<file path="src/rtl/hssim_pkg.sv">
// Shared constants and FSM encoding for the HSSIM pooling block.
package hssim_pkg;

  localparam int unsigned FRAC_DEF   = 12;
  localparam int unsigned HCNT_W_DEF = 20;
  localparam int unsigned ONE        = 1 << FRAC_DEF;

  typedef enum logic [1:0] {
    IDLE,
    DIVIDE,
    DONE
  } pool_state_e;

endpackage

</file>
<file path="src/rtl/hssim_pool_if.sv">
// HSSIM numerator/denominator input stream plus per-pixel and per-frame SSIM results.
interface hssim_pool_if #(
  parameter int unsigned FRAC   = hssim_pkg::FRAC_DEF,
  parameter int unsigned HCNT_W = hssim_pkg::HCNT_W_DEF
) ();

  logic                     hin_valid;
  logic signed [34:0]       hin_numr;
  logic signed [30:0]       hin_deno;
  logic                     hin_frame_end;
  logic                     hpix_valid;
  logic signed [FRAC+1:0]   hpix_ssim;
  logic                     hpix_bad;
  logic                     hframe_done;
  logic signed [FRAC+1:0]   hframe_ssim;
  logic [HCNT_W-1:0]        hframe_count;
  logic                     hoverrun;

  modport master (
    output hin_valid, hin_numr, hin_deno, hin_frame_end,
    input  hpix_valid, hpix_ssim, hpix_bad,
    input  hframe_done, hframe_ssim, hframe_count, hoverrun
  );

  modport slave (
    input  hin_valid, hin_numr, hin_deno, hin_frame_end,
    output hpix_valid, hpix_ssim, hpix_bad,
    output hframe_done, hframe_ssim, hframe_count, hoverrun
  );

endinterface

</file>
<file path="src/rtl/hdiv_pipe.sv">
// Fully pipelined per-pixel divider: FRAC+2 register stages, one quotient bit per stage,
// result in signed Q1.FRAC truncated toward zero, saturated to +/-1.0, forced 0 on bad deno.
module hdiv_pipe #(
  parameter int unsigned FRAC = 12
) (
  input  logic                   clk,
  input  logic                   rst,
  input  logic                   in_valid,
  input  logic signed [34:0]     in_numr,
  input  logic signed [30:0]     in_deno,
  input  logic                   in_fend,
  output logic                   out_valid,
  output logic signed [FRAC+1:0] out_ssim,
  output logic                   out_bad,
  output logic                   out_fend
);

  localparam int unsigned REM_W = 31;
  localparam logic [FRAC+1:0] ONE_S = {2'b01, {FRAC{1'b0}}};

  logic [REM_W-1:0] rem_q  [0:FRAC];
  logic [REM_W-1:0] rem_d  [0:FRAC];
  logic [30:0]      deno_q [0:FRAC];
  logic [30:0]      deno_d [0:FRAC];
  logic [FRAC-1:0]  quo_q  [0:FRAC];
  logic [FRAC-1:0]  quo_d  [0:FRAC];
  logic             vld_q  [0:FRAC];
  logic             vld_d  [0:FRAC];
  logic             fend_q [0:FRAC];
  logic             fend_d [0:FRAC];
  logic             sign_q [0:FRAC];
  logic             sign_d [0:FRAC];
  logic             bad_q  [0:FRAC];
  logic             bad_d  [0:FRAC];
  logic             sat_q  [0:FRAC];
  logic             sat_d  [0:FRAC];

  logic                   out_valid_q, out_valid_d;
  logic                   out_bad_q, out_bad_d;
  logic                   out_fend_q, out_fend_d;
  logic signed [FRAC+1:0] out_ssim_q, out_ssim_d;

  logic [34:0]      abs_numr;
  logic [REM_W:0]   r2;
  logic             ge;
  logic [FRAC+1:0]  mag;

  always_comb begin
    abs_numr  = in_numr[34] ? 35'(-in_numr) : 35'(in_numr);
    vld_d[0]  = in_valid;
    fend_d[0] = in_fend;
    sign_d[0] = in_numr[34];
    deno_d[0] = in_deno;
    bad_d[0]  = in_deno[30] || (in_deno == '0);
    sat_d[0]  = abs_numr >= {4'b0000, in_deno};
    // Only non-saturated lanes need the remainder, and those have |numr| < deno < 2^30.
    rem_d[0]  = abs_numr[REM_W-1:0];
    quo_d[0]  = '0;
    r2        = '0;
    ge        = 1'b0;
    for (int unsigned k = 1; k <= FRAC; k++) begin
      r2        = {rem_q[k-1], 1'b0};
      ge        = r2 >= {1'b0, deno_q[k-1]};
      rem_d[k]  = ge ? REM_W'(r2 - {1'b0, deno_q[k-1]}) : r2[REM_W-1:0];
      quo_d[k]  = {quo_q[k-1][FRAC-2:0], ge};
      deno_d[k] = deno_q[k-1];
      vld_d[k]  = vld_q[k-1];
      fend_d[k] = fend_q[k-1];
      sign_d[k] = sign_q[k-1];
      bad_d[k]  = bad_q[k-1];
      sat_d[k]  = sat_q[k-1];
    end
    mag         = bad_q[FRAC] ? '0 : (sat_q[FRAC] ? ONE_S : {2'b00, quo_q[FRAC]});
    out_ssim_d  = sign_q[FRAC] ? -mag : mag;
    out_valid_d = vld_q[FRAC];
    out_bad_d   = bad_q[FRAC];
    out_fend_d  = fend_q[FRAC];
  end

  always_ff @(posedge clk or posedge rst) begin
    if (rst) begin
      for (int unsigned k = 0; k <= FRAC; k++) begin
        rem_q[k]  <= '0;
        deno_q[k] <= '0;
        quo_q[k]  <= '0;
        vld_q[k]  <= 1'b0;
        fend_q[k] <= 1'b0;
        sign_q[k] <= 1'b0;
        bad_q[k]  <= 1'b0;
        sat_q[k]  <= 1'b0;
      end
      out_valid_q <= 1'b0;
      out_bad_q   <= 1'b0;
      out_fend_q  <= 1'b0;
      out_ssim_q  <= '0;
    end else begin
      for (int unsigned k = 0; k <= FRAC; k++) begin
        rem_q[k]  <= rem_d[k];
        deno_q[k] <= deno_d[k];
        quo_q[k]  <= quo_d[k];
        vld_q[k]  <= vld_d[k];
        fend_q[k] <= fend_d[k];
        sign_q[k] <= sign_d[k];
        bad_q[k]  <= bad_d[k];
        sat_q[k]  <= sat_d[k];
      end
      out_valid_q <= out_valid_d;
      out_bad_q   <= out_bad_d;
      out_fend_q  <= out_fend_d;
      out_ssim_q  <= out_ssim_d;
    end
  end

  assign out_valid = out_valid_q;
  assign out_ssim  = out_ssim_q;
  assign out_bad   = out_bad_q;
  assign out_fend  = out_fend_q;

endmodule

</file>
<file path="src/rtl/hssim_pool.sv">
// Per-frame SSIM pooling: accumulates per-pixel SSIM and computes the frame mean with a
// bit-serial divider started on each frame-end pixel.
module hssim_pool
  import hssim_pkg::*;
#(
  parameter int unsigned FRAC   = FRAC_DEF,
  parameter int unsigned HCNT_W = HCNT_W_DEF
) (
  input  logic        clk,
  input  logic        rst,
  hssim_pool_if.slave bus
);

  localparam int unsigned SUMW = FRAC + HCNT_W + 2;
  localparam int unsigned CW   = $clog2(SUMW);
  localparam logic [SUMW-1:0] ONE_W = SUMW'(1) << FRAC;
  localparam logic [FRAC+1:0] ONE_S = {2'b01, {FRAC{1'b0}}};

  logic                   pix_valid, pix_bad, pix_fend;
  logic signed [FRAC+1:0] pix_ssim;

  hdiv_pipe #(.FRAC(FRAC)) u_hdiv_pipe (
    .clk       (clk),
    .rst       (rst),
    .in_valid  (bus.hin_valid),
    .in_numr   (bus.hin_numr),
    .in_deno   (bus.hin_deno),
    .in_fend   (bus.hin_frame_end),
    .out_valid (pix_valid),
    .out_ssim  (pix_ssim),
    .out_bad   (pix_bad),
    .out_fend  (pix_fend)
  );

  pool_state_e            state_q, state_d;
  logic signed [SUMW-1:0] sum_q, sum_d, sum_next;
  logic [HCNT_W-1:0]      cnt_q, cnt_d, cnt_next;
  logic [SUMW-1:0]        dvd_q, dvd_d, quo_q, quo_d, abs_sum;
  logic [HCNT_W-1:0]      rem_q, rem_d, dsor_q, dsor_d;
  logic [HCNT_W:0]        rem_sh;
  logic                   ge, capture;
  logic                   neg_q, neg_d;
  logic [CW-1:0]          dcnt_q, dcnt_d;
  logic [FRAC+1:0]        mag;
  logic                   done_q, done_d, ovr_q, ovr_d;
  logic signed [FRAC+1:0] fssim_q, fssim_d;
  logic [HCNT_W-1:0]      fcount_q, fcount_d;

  always_comb begin
    sum_next = sum_q + {{(SUMW-FRAC-2){pix_ssim[FRAC+1]}}, pix_ssim};
    cnt_next = (&cnt_q) ? cnt_q : cnt_q + HCNT_W'(1);
    capture  = pix_valid & pix_fend;
    sum_d    = sum_q;
    cnt_d    = cnt_q;
    // The accumulator clears on every frame end, even one dropped for overrun.
    if (pix_valid) begin
      if (pix_fend) begin
        sum_d = '0;
        cnt_d = '0;
      end else begin
        sum_d = sum_next;
        cnt_d = cnt_next;
      end
    end
  end

  always_comb begin
    state_d  = state_q;
    dvd_d    = dvd_q;
    quo_d    = quo_q;
    rem_d    = rem_q;
    dsor_d   = dsor_q;
    neg_d    = neg_q;
    dcnt_d   = dcnt_q;
    done_d   = 1'b0;
    fssim_d  = fssim_q;
    fcount_d = fcount_q;
    ovr_d    = ovr_q | (capture && (state_q != IDLE));
    abs_sum  = sum_next[SUMW-1] ? SUMW'(-sum_next) : SUMW'(sum_next);
    rem_sh   = {rem_q, dvd_q[SUMW-1]};
    ge       = rem_sh >= {1'b0, dsor_q};
    mag      = (quo_q > ONE_W) ? ONE_S : quo_q[FRAC+1:0];
    case (state_q)
      IDLE: begin
        if (capture) begin
          dvd_d   = abs_sum;
          dsor_d  = cnt_next;
          neg_d   = sum_next[SUMW-1];
          rem_d   = '0;
          quo_d   = '0;
          dcnt_d  = '0;
          state_d = DIVIDE;
        end
      end
      DIVIDE: begin
        rem_d  = ge ? HCNT_W'(rem_sh - {1'b0, dsor_q}) : rem_sh[HCNT_W-1:0];
        dvd_d  = {dvd_q[SUMW-2:0], 1'b0};
        quo_d  = {quo_q[SUMW-2:0], ge};
        dcnt_d = dcnt_q + CW'(1);
        if (dcnt_q == CW'(SUMW - 1)) state_d = DONE;
      end
      DONE: begin
        fssim_d  = neg_q ? -mag : mag;
        fcount_d = dsor_q;
        done_d   = 1'b1;
        state_d  = IDLE;
      end
      default: state_d = IDLE;
    endcase
  end

  always_ff @(posedge clk or posedge rst) begin
    if (rst) begin
      state_q  <= IDLE;
      sum_q    <= '0;
      cnt_q    <= '0;
      dvd_q    <= '0;
      quo_q    <= '0;
      rem_q    <= '0;
      dsor_q   <= '0;
      neg_q    <= 1'b0;
      dcnt_q   <= '0;
      done_q   <= 1'b0;
      fssim_q  <= '0;
      fcount_q <= '0;
      ovr_q    <= 1'b0;
    end else begin
      state_q  <= state_d;
      sum_q    <= sum_d;
      cnt_q    <= cnt_d;
      dvd_q    <= dvd_d;
      quo_q    <= quo_d;
      rem_q    <= rem_d;
      dsor_q   <= dsor_d;
      neg_q    <= neg_d;
      dcnt_q   <= dcnt_d;
      done_q   <= done_d;
      fssim_q  <= fssim_d;
      fcount_q <= fcount_d;
      ovr_q    <= ovr_d;
    end
  end

  assign bus.hpix_valid   = pix_valid;
  assign bus.hpix_ssim    = pix_ssim;
  assign bus.hpix_bad     = pix_bad;
  assign bus.hframe_done  = done_q;
  assign bus.hframe_ssim  = fssim_q;
  assign bus.hframe_count = fcount_q;
  assign bus.hoverrun     = ovr_q;

endmodule
</file>
<file path="src/flat_wrapper.sv">
// flat-port wrapper written by rule: the top's interface ports become plain ports
module hssim_pool_flat import hssim_pkg::*;
#(
  parameter int unsigned FRAC   = FRAC_DEF,
  parameter int unsigned HCNT_W = HCNT_W_DEF
)
  (clk, rst, bus_hin_valid, bus_hin_numr, bus_hin_deno, bus_hin_frame_end, bus_hpix_valid, bus_hpix_ssim, bus_hpix_bad, bus_hframe_done, bus_hframe_ssim, bus_hframe_count, bus_hoverrun);
  hssim_pool_if #(.FRAC(FRAC), .HCNT_W(HCNT_W)) bus_i ();
  input  logic clk;
  input  logic rst;
  input wire logic [$bits(bus_i.hin_valid)-1:0] bus_hin_valid;
  input wire logic [$bits(bus_i.hin_numr)-1:0] bus_hin_numr;
  input wire logic [$bits(bus_i.hin_deno)-1:0] bus_hin_deno;
  input wire logic [$bits(bus_i.hin_frame_end)-1:0] bus_hin_frame_end;
  output wire logic [$bits(bus_i.hpix_valid)-1:0] bus_hpix_valid;
  output wire logic [$bits(bus_i.hpix_ssim)-1:0] bus_hpix_ssim;
  output wire logic [$bits(bus_i.hpix_bad)-1:0] bus_hpix_bad;
  output wire logic [$bits(bus_i.hframe_done)-1:0] bus_hframe_done;
  output wire logic [$bits(bus_i.hframe_ssim)-1:0] bus_hframe_ssim;
  output wire logic [$bits(bus_i.hframe_count)-1:0] bus_hframe_count;
  output wire logic [$bits(bus_i.hoverrun)-1:0] bus_hoverrun;
  assign bus_i.hin_valid = bus_hin_valid;
  assign bus_i.hin_numr = bus_hin_numr;
  assign bus_i.hin_deno = bus_hin_deno;
  assign bus_i.hin_frame_end = bus_hin_frame_end;
  assign bus_hpix_valid = bus_i.hpix_valid;
  assign bus_hpix_ssim = bus_i.hpix_ssim;
  assign bus_hpix_bad = bus_i.hpix_bad;
  assign bus_hframe_done = bus_i.hframe_done;
  assign bus_hframe_ssim = bus_i.hframe_ssim;
  assign bus_hframe_count = bus_i.hframe_count;
  assign bus_hoverrun = bus_i.hoverrun;
  hssim_pool #(.FRAC(FRAC), .HCNT_W(HCNT_W)) u_core (.clk(clk), .rst(rst), .bus(bus_i));
endmodule
</file>
<file path="config.mk">
export PLATFORM = sky130hd
export DESIGN_NAME = hssim_pool_flat
export DESIGN_NICKNAME = d
export VERILOG_FILES = /design/src/rtl/hssim_pkg.sv /design/src/rtl/hssim_pool_if.sv /design/src/rtl/hdiv_pipe.sv /design/src/rtl/hssim_pool.sv /design/src/flat_wrapper.sv
export SDC_FILE = /design/constraint.sdc
export NUM_CORES = 2
export LEC_CHECK = 0
export BUFFER_PORTS_ARGS = -buffer_cell sky130_fd_sc_hd__buf_2
export CAP_MARGIN = 5
export CORE_ASPECT_RATIO = 0.5
export CORE_MARGIN = 2
export CORE_UTILIZATION = 40
export DETAILED_ROUTE_END_ITERATION = 8
export PLACE_DENSITY_LB_ADDON = 0.2
export SLEW_MARGIN = 20
export SYNTH_ARGS = -nofsm -noshare
export SYNTH_HDL_FRONTEND = slang
export SYNTH_HIERARCHICAL = 1
export SYNTH_SLANG_ARGS = --single-unit
</file>
<file path="constraint.sdc">
create_clock -name clk -period 78.2 [get_ports clk]
set_input_delay 19.55 -clock clk [delete_from_list [all_inputs] [get_ports clk]]
set_output_delay 19.55 -clock clk [all_outputs]
set_load 0.01 [all_outputs]
</file>
# After elaboration in Yosys (flattened, before gate mapping)
# Cells that the tools add are included.
[op_classes]
n_addsub = 19
multipliers = 0
div_mod_pow = 0
order_cmp = 15
eq_ne = 5
shift = 0
mux = 34
n_bitwise = 2
n_reduce_logical = 10
[op_table]
columns = ["op", "n"]
rows = [
  ["$ge A32 B31 Y1", 12],
  ["$mux W31", 11],
  ["$sub A31 B31 Y31", 11],
  ["$mux W34", 4],
  ["$pmux W34 S2", 2],
  ["$mux W20", 4],
  ["$mux W14", 3],
  ["$pmux W20 S2", 1],
  ["$ge A35 B31 Y1", 1],
  ["$mux W35", 1],
  ["$neg A35 Y35", 1],
  ["$add A34 B34 Y34", 1],
  ["$gt A34 B13 Y1 const B", 1],
  ["$neg A34 Y34", 1],
  ["$logic_not A31 Y1", 1],
  ["$mux W13", 2],
  ["$ge A21 B20 Y1", 1],
  ["$add A20 B1 Y20 const B", 1],
  ["$reduce_and A20 Y1", 1],
  ["$sub A20 B20 Y20", 1],
  ["$neg A13 Y14", 1],
  ["$neg A14 Y14", 1],
  ["$pmux W6 S2", 1],
  ["$add A6 B1 Y6 const B", 1],
  ["15 further kinds", 20],
]
[totals]
register_bits = 1111
latchBits = 0
ramBits = 0
romBits = 0
output_inout_bits = 52
word_cells = 203
n_memories = 0

# Logic depth before layout (Yosys ltp)
[logic_depth]
word_depth = 5
depth_mapped = 18
depth_no_buf = 17

# Modules after synthesis
# The synthesis kept the hierarchy.
[by_module_without_submodules]
columns = ["module", "instances", "cells_each", "area_per_inst_um2", "seq_area_each_um2"]
rows = [
  ["hdiv_pipe", 1, 4498, 47174.0, 22621.7],
  ["hssim_pool", 1, 1461, 12645.9, 5180.0],
]

# Worst setup path before layout
# Ideal clock, no wire load.
[synth_timing]
path_kind = "in2reg"
from = "input port bus_hin_numr[19]"
to = "register u_core.u_hdiv_pipe.sat_q (netlist bit u_core/u_hdiv_pipe/sat_d[11])"
t_arrival_ps = 23090
path_slack_ps = 54984
path_stages = 12
path_buffers = 0
path_cell_list = "or4_4 or3_4 or3_4 or3_1 or3_1 o41ai_1 xnor2_1 ha_1 and4_1 a2111oi_0 o211ai_1 a311o_1"
[synth_lines]
columns = ["element", "line_no", "rtl"]
rows = [
  ["start: declaration", "flat_wrapper.sv:12", "input wire logic [$bits(bus_i.hin_numr)-1:0] bus_hin_numr;"],
  ["end signal: indexed assignment", "hdiv_pipe.sv:105", "sat_q[k] <= sat_d[k];"],
  ["end: declaration", "hdiv_pipe.sv:35", "logic sat_q [0:FRAC];"],
]

==> summary.md <==
| Metric | Value |
|---|---|
| Synthesis-stage register bit count | `1,111` |
| Crit path DAT | `23.75 ns` |
| Post-synth EDFFs | `0` |
| Final Cycle Share | `0.296` |
| Worst hold-check path type | `flip-flop to flip-flop` |
| Layout cell share with drive strength beyond 1 | `0.102` |
| Sequential-to-total area share from yosys stat | `0.465` |
| I/O pin count | `122` |
| Clk_skew | `0.0482 ns` |
| Outcome | `complete, no violations` |
| Clock Latency Late Sink | `0.70 ns` |
| CTS tree | `done` |
| Max Slew Vio Count | `0` |
| Clk buf depth | `3` |
| Yosys warns | `6` |
| Post-cts repair resize count | `0` |
| Die width | `551 um` |
| Peak VDD IR | `0.0198 mV` |
| FP Rows | `100` |
| Tmin final | `23.16 ns` |
| Final Hold Fails | `0` |
| Wire per inst | `16.3 um` |
| Power per cell area | `39.3 nW/um^2` |
| Prevailing post-synth register cell | `dfrtp_1` |
| CP startpoint kind | `primary input` |
| Cts hold-fix bufs | `0` |
| DR vias | `42,700` |
| CTS clk-pin slew, worst paths | `0.07 ns` |
| Worst-margin pin slew | `1.05 ns` |
| Clock Tree Root | `clkbuf_16` |
| Postcts setup bufs | `0` |
| Synth Cell Area | `59,800 sq um` |
| Syn nets | `6,504` |
| Netlist cell types | `96` |
| H-tree depth | `3` |
| First-pass GRT wire length | `220 mm` |
| CP max stage cell | `or4_1` |
| Synth Instances | `5,959` |
| Vias per cell | `5.25` |
| DP HPWL | `98.5 mm` |
| Crit path largest cell delay | `0.57 ns` |
| Max FO, Critical Path | `7` |
| Setup Total Neg Slack | `0 ns` |
| Fmax | `0.0432 GHz` |
| Initial drt markers | `2,579` |
| Syn avg cell area | `10.0 sq um` |
| Vias in the first global route | `43,500` |
| Drt first pass iters | `8` |
| Crit path buf inv count | `1` |
| Cell accounting for the most synthesized area | `dfrtp_1` |
| Fill count | `13,700` |
| Port bufs | `121` |
| Gpl congestion | `0.923` |
| Crit Path Class | `primary input to flip-flop` |
| Diodes inserted | `0` |
| Nets | `6,599` |
| Lkg Pwr | `31.2 nW` |
| RSZ-0062 raised after global routing | `no` |
| Most common library cells after synthesis | `dfrtp_1, inv_1, nand2_1` |
| Largest net degree at the start of global routing | `188` |
| Total grt overflow | `0` |
| Synth-to-Final Area Change | `11.0%` |
| Final setup viols | `0` |
| Post-DRT Antenna Nets | `0` |
| Worst relative slew slack | `0.298` |
| CP most frequent cell | `or4_1` |
| Top delay family on crit path | `simple AND/OR/NAND/NOR gates` |
| Tot GR Track Use | `0.172` |
| Cell-by-cell trace of the critical path | `buf_2 > nor4_1 > nand2_1 > or4_1 > or4_1 > or3_1 > o41ai_1 > xnor2_1 > ha_1 > and4_1 > a2111oi_0 > o211ai_1 > a311o_1` |
| Max Cap Violations | `0` |
| Core area | `149,000 sq um` |
| Die area | `153,000 sq um` |
| Initial core utilization | `0.402` |
| CTS sink cnt | `1,111` |
| Initial antenna violation count | `1` |
| Synth top area share | `0.465` |
| Setup WS pre-CTS | `54.31 ns` |
| CTS buffer count | `108` |
| Die Ht | `277 um` |
| Most common cell in the synthesized netlist | `dfrtp_1` |
| Share of flip-flops with an asynchronous set or reset | `1.00` |
| DRT Wirelength | `132 mm` |
| Crit end category | `flip-flop` |
| DR DRC count | `0` |
| Final worst slack | `55.04 ns` |
| Top cells by area, synth | `dfrtp_1, ha_1, mux2_2` |
| Required time at the worst-slack endpoint | `78.79 ns` |
## sequential cells by signal (all words and copies together), names as in the netlist, 2 cells and up
| signal | flops |
|---|---|
| u_core/sum_q | 34 |
| u_core/rem_q | 20 |
| u_core/quo_q | 34 |
| u_core/u_hdiv_pipe/r2 | 31 |
| u_core/u_hdiv_pipe/rem_q | 341 |
| u_core/u_hdiv_pipe/sign_d | 12 |
| u_core/dsor_q | 20 |
| u_core/u_hdiv_pipe/sat_d | 12 |
| u_core/bus.hframe_ssim | 14 |
| u_core/u_hdiv_pipe/out_ssim | 14 |
| u_core/u_hdiv_pipe/bad_d | 12 |
| u_core/u_hdiv_pipe/quo_q | 12 |
| u_core/u_hdiv_pipe/quo_d | 66 |
| u_core/dvd_q | 34 |
| u_core/u_hdiv_pipe/fend_d | 12 |
| u_core/u_hdiv_pipe/vld_d | 12 |
| u_core/dcnt_q | 6 |
| u_core/bus.hframe_count | 20 |
| u_core/state_q | 2 |
| u_core/u_hdiv_pipe/deno_d | 372 |
| u_core/cnt_q | 20 |
## area by class of cell
class / instances / area [sq um] / area share
multi-input combinational: 4110 / 29300 / 0.441
sequential: 1111 / 27800 / 0.419
clock buffer: 146 / 3070 / 0.0462
tap: 1989 / 2490 / 0.0375
inverter: 569 / 2150 / 0.0324
timing repair buffer: 154 / 911 / 0.0137
clock inverter: 52 / 687 / 0.0103
## layer usage
layer  track usage  up-vias  share of wire
li1              -    21000              -
met1         0.221    20500           0.46
met3        0.0230      269          0.034
met2         0.296      915           0.48
met4        0.0616        0          0.035
met5             0        -              0
## stage by stage
stage / power [mW] / area [sq um] / hold WS [ns] / util / cells
3_5_place_dp: 2.06 / 62600 / 0.335 / 0.421 / 7931
4_1_cts: 2.62 / 66300 / 0.346 / 0.446 / 8129
2_1_floorplan: 1.79 / 59800 / 0.331 / - / 5959
3_3_place_gp: 2.03 / 62600 / 0.332 / 0.421 / 7931
5_1_grt: 2.81 / 66400 / 0.352 / 0.447 / 8131
6_report: 2.61 / 66400 / 0.346 / 0.447 / 8131
## worst paths after layout
path	start	endpoint	slack, ns	depth (start not counted)
min in group asynchronous	rst	u_core/u_hdiv_pipe/out_ssim[2]	19.03	2
setup reg to reg	u_core/u_hdiv_pipe/out_ssim[13]	u_core/dvd_q[31]	73.60	12
hold / removal	u_core/u_hdiv_pipe/quo_d[61]	u_core/u_hdiv_pipe/quo_d[50]	0.35	0
hold reg to reg	u_core/u_hdiv_pipe/quo_d[61]	u_core/u_hdiv_pipe/quo_d[50]	0.35	0
max in group asynchronous	rst	u_core/u_hdiv_pipe/deno_d[281]	56.05	5
setup / recovery	bus_hin_numr[3]	u_core/u_hdiv_pipe/sat_d[11]	55.04	13
## logic make-up (layout without fill, tap and decap cells)
group,after synthesis,after routing,synth area share
compound gates,1607,1607,0.170
xor+xnor,418,418,0.0612
fa+ha+maj,475,475,0.101
buf+inv,738,921,0.0472
flops,1111,1111,0.465
mux,254,254,0.0471
simple gates,1356,1356,0.109
## power breakdown
group	total (mW)	internal, mW	switching (mW)
Clock	0.546	0.316	0.229
Combinational	1.24	0.564	0.677
Sequential	0.822	0.730	0.0922
Total	2.61	1.61	0.999
## cell usage in the layout, fill, tap and decap left out, types with 50 or more instances in the layout
cell type,n
nand2_1,473
o31ai_1,53
a21o_1,217
nor2_1,295
o21ai_0,433
nand4_1,63
nor3_1,61
xnor2_1,254
nand2b_1,65
dfrtp_1,1110
o21bai_1,50
buf_2,121
a21oi_1,403
nor2b_1,72
inv_1,567
nand3_1,99
o21a_1,82
xor2_1,164
ha_1,462
clkbuf_16,110
mux2_2,220
Power figures use the tool's default switching activity.
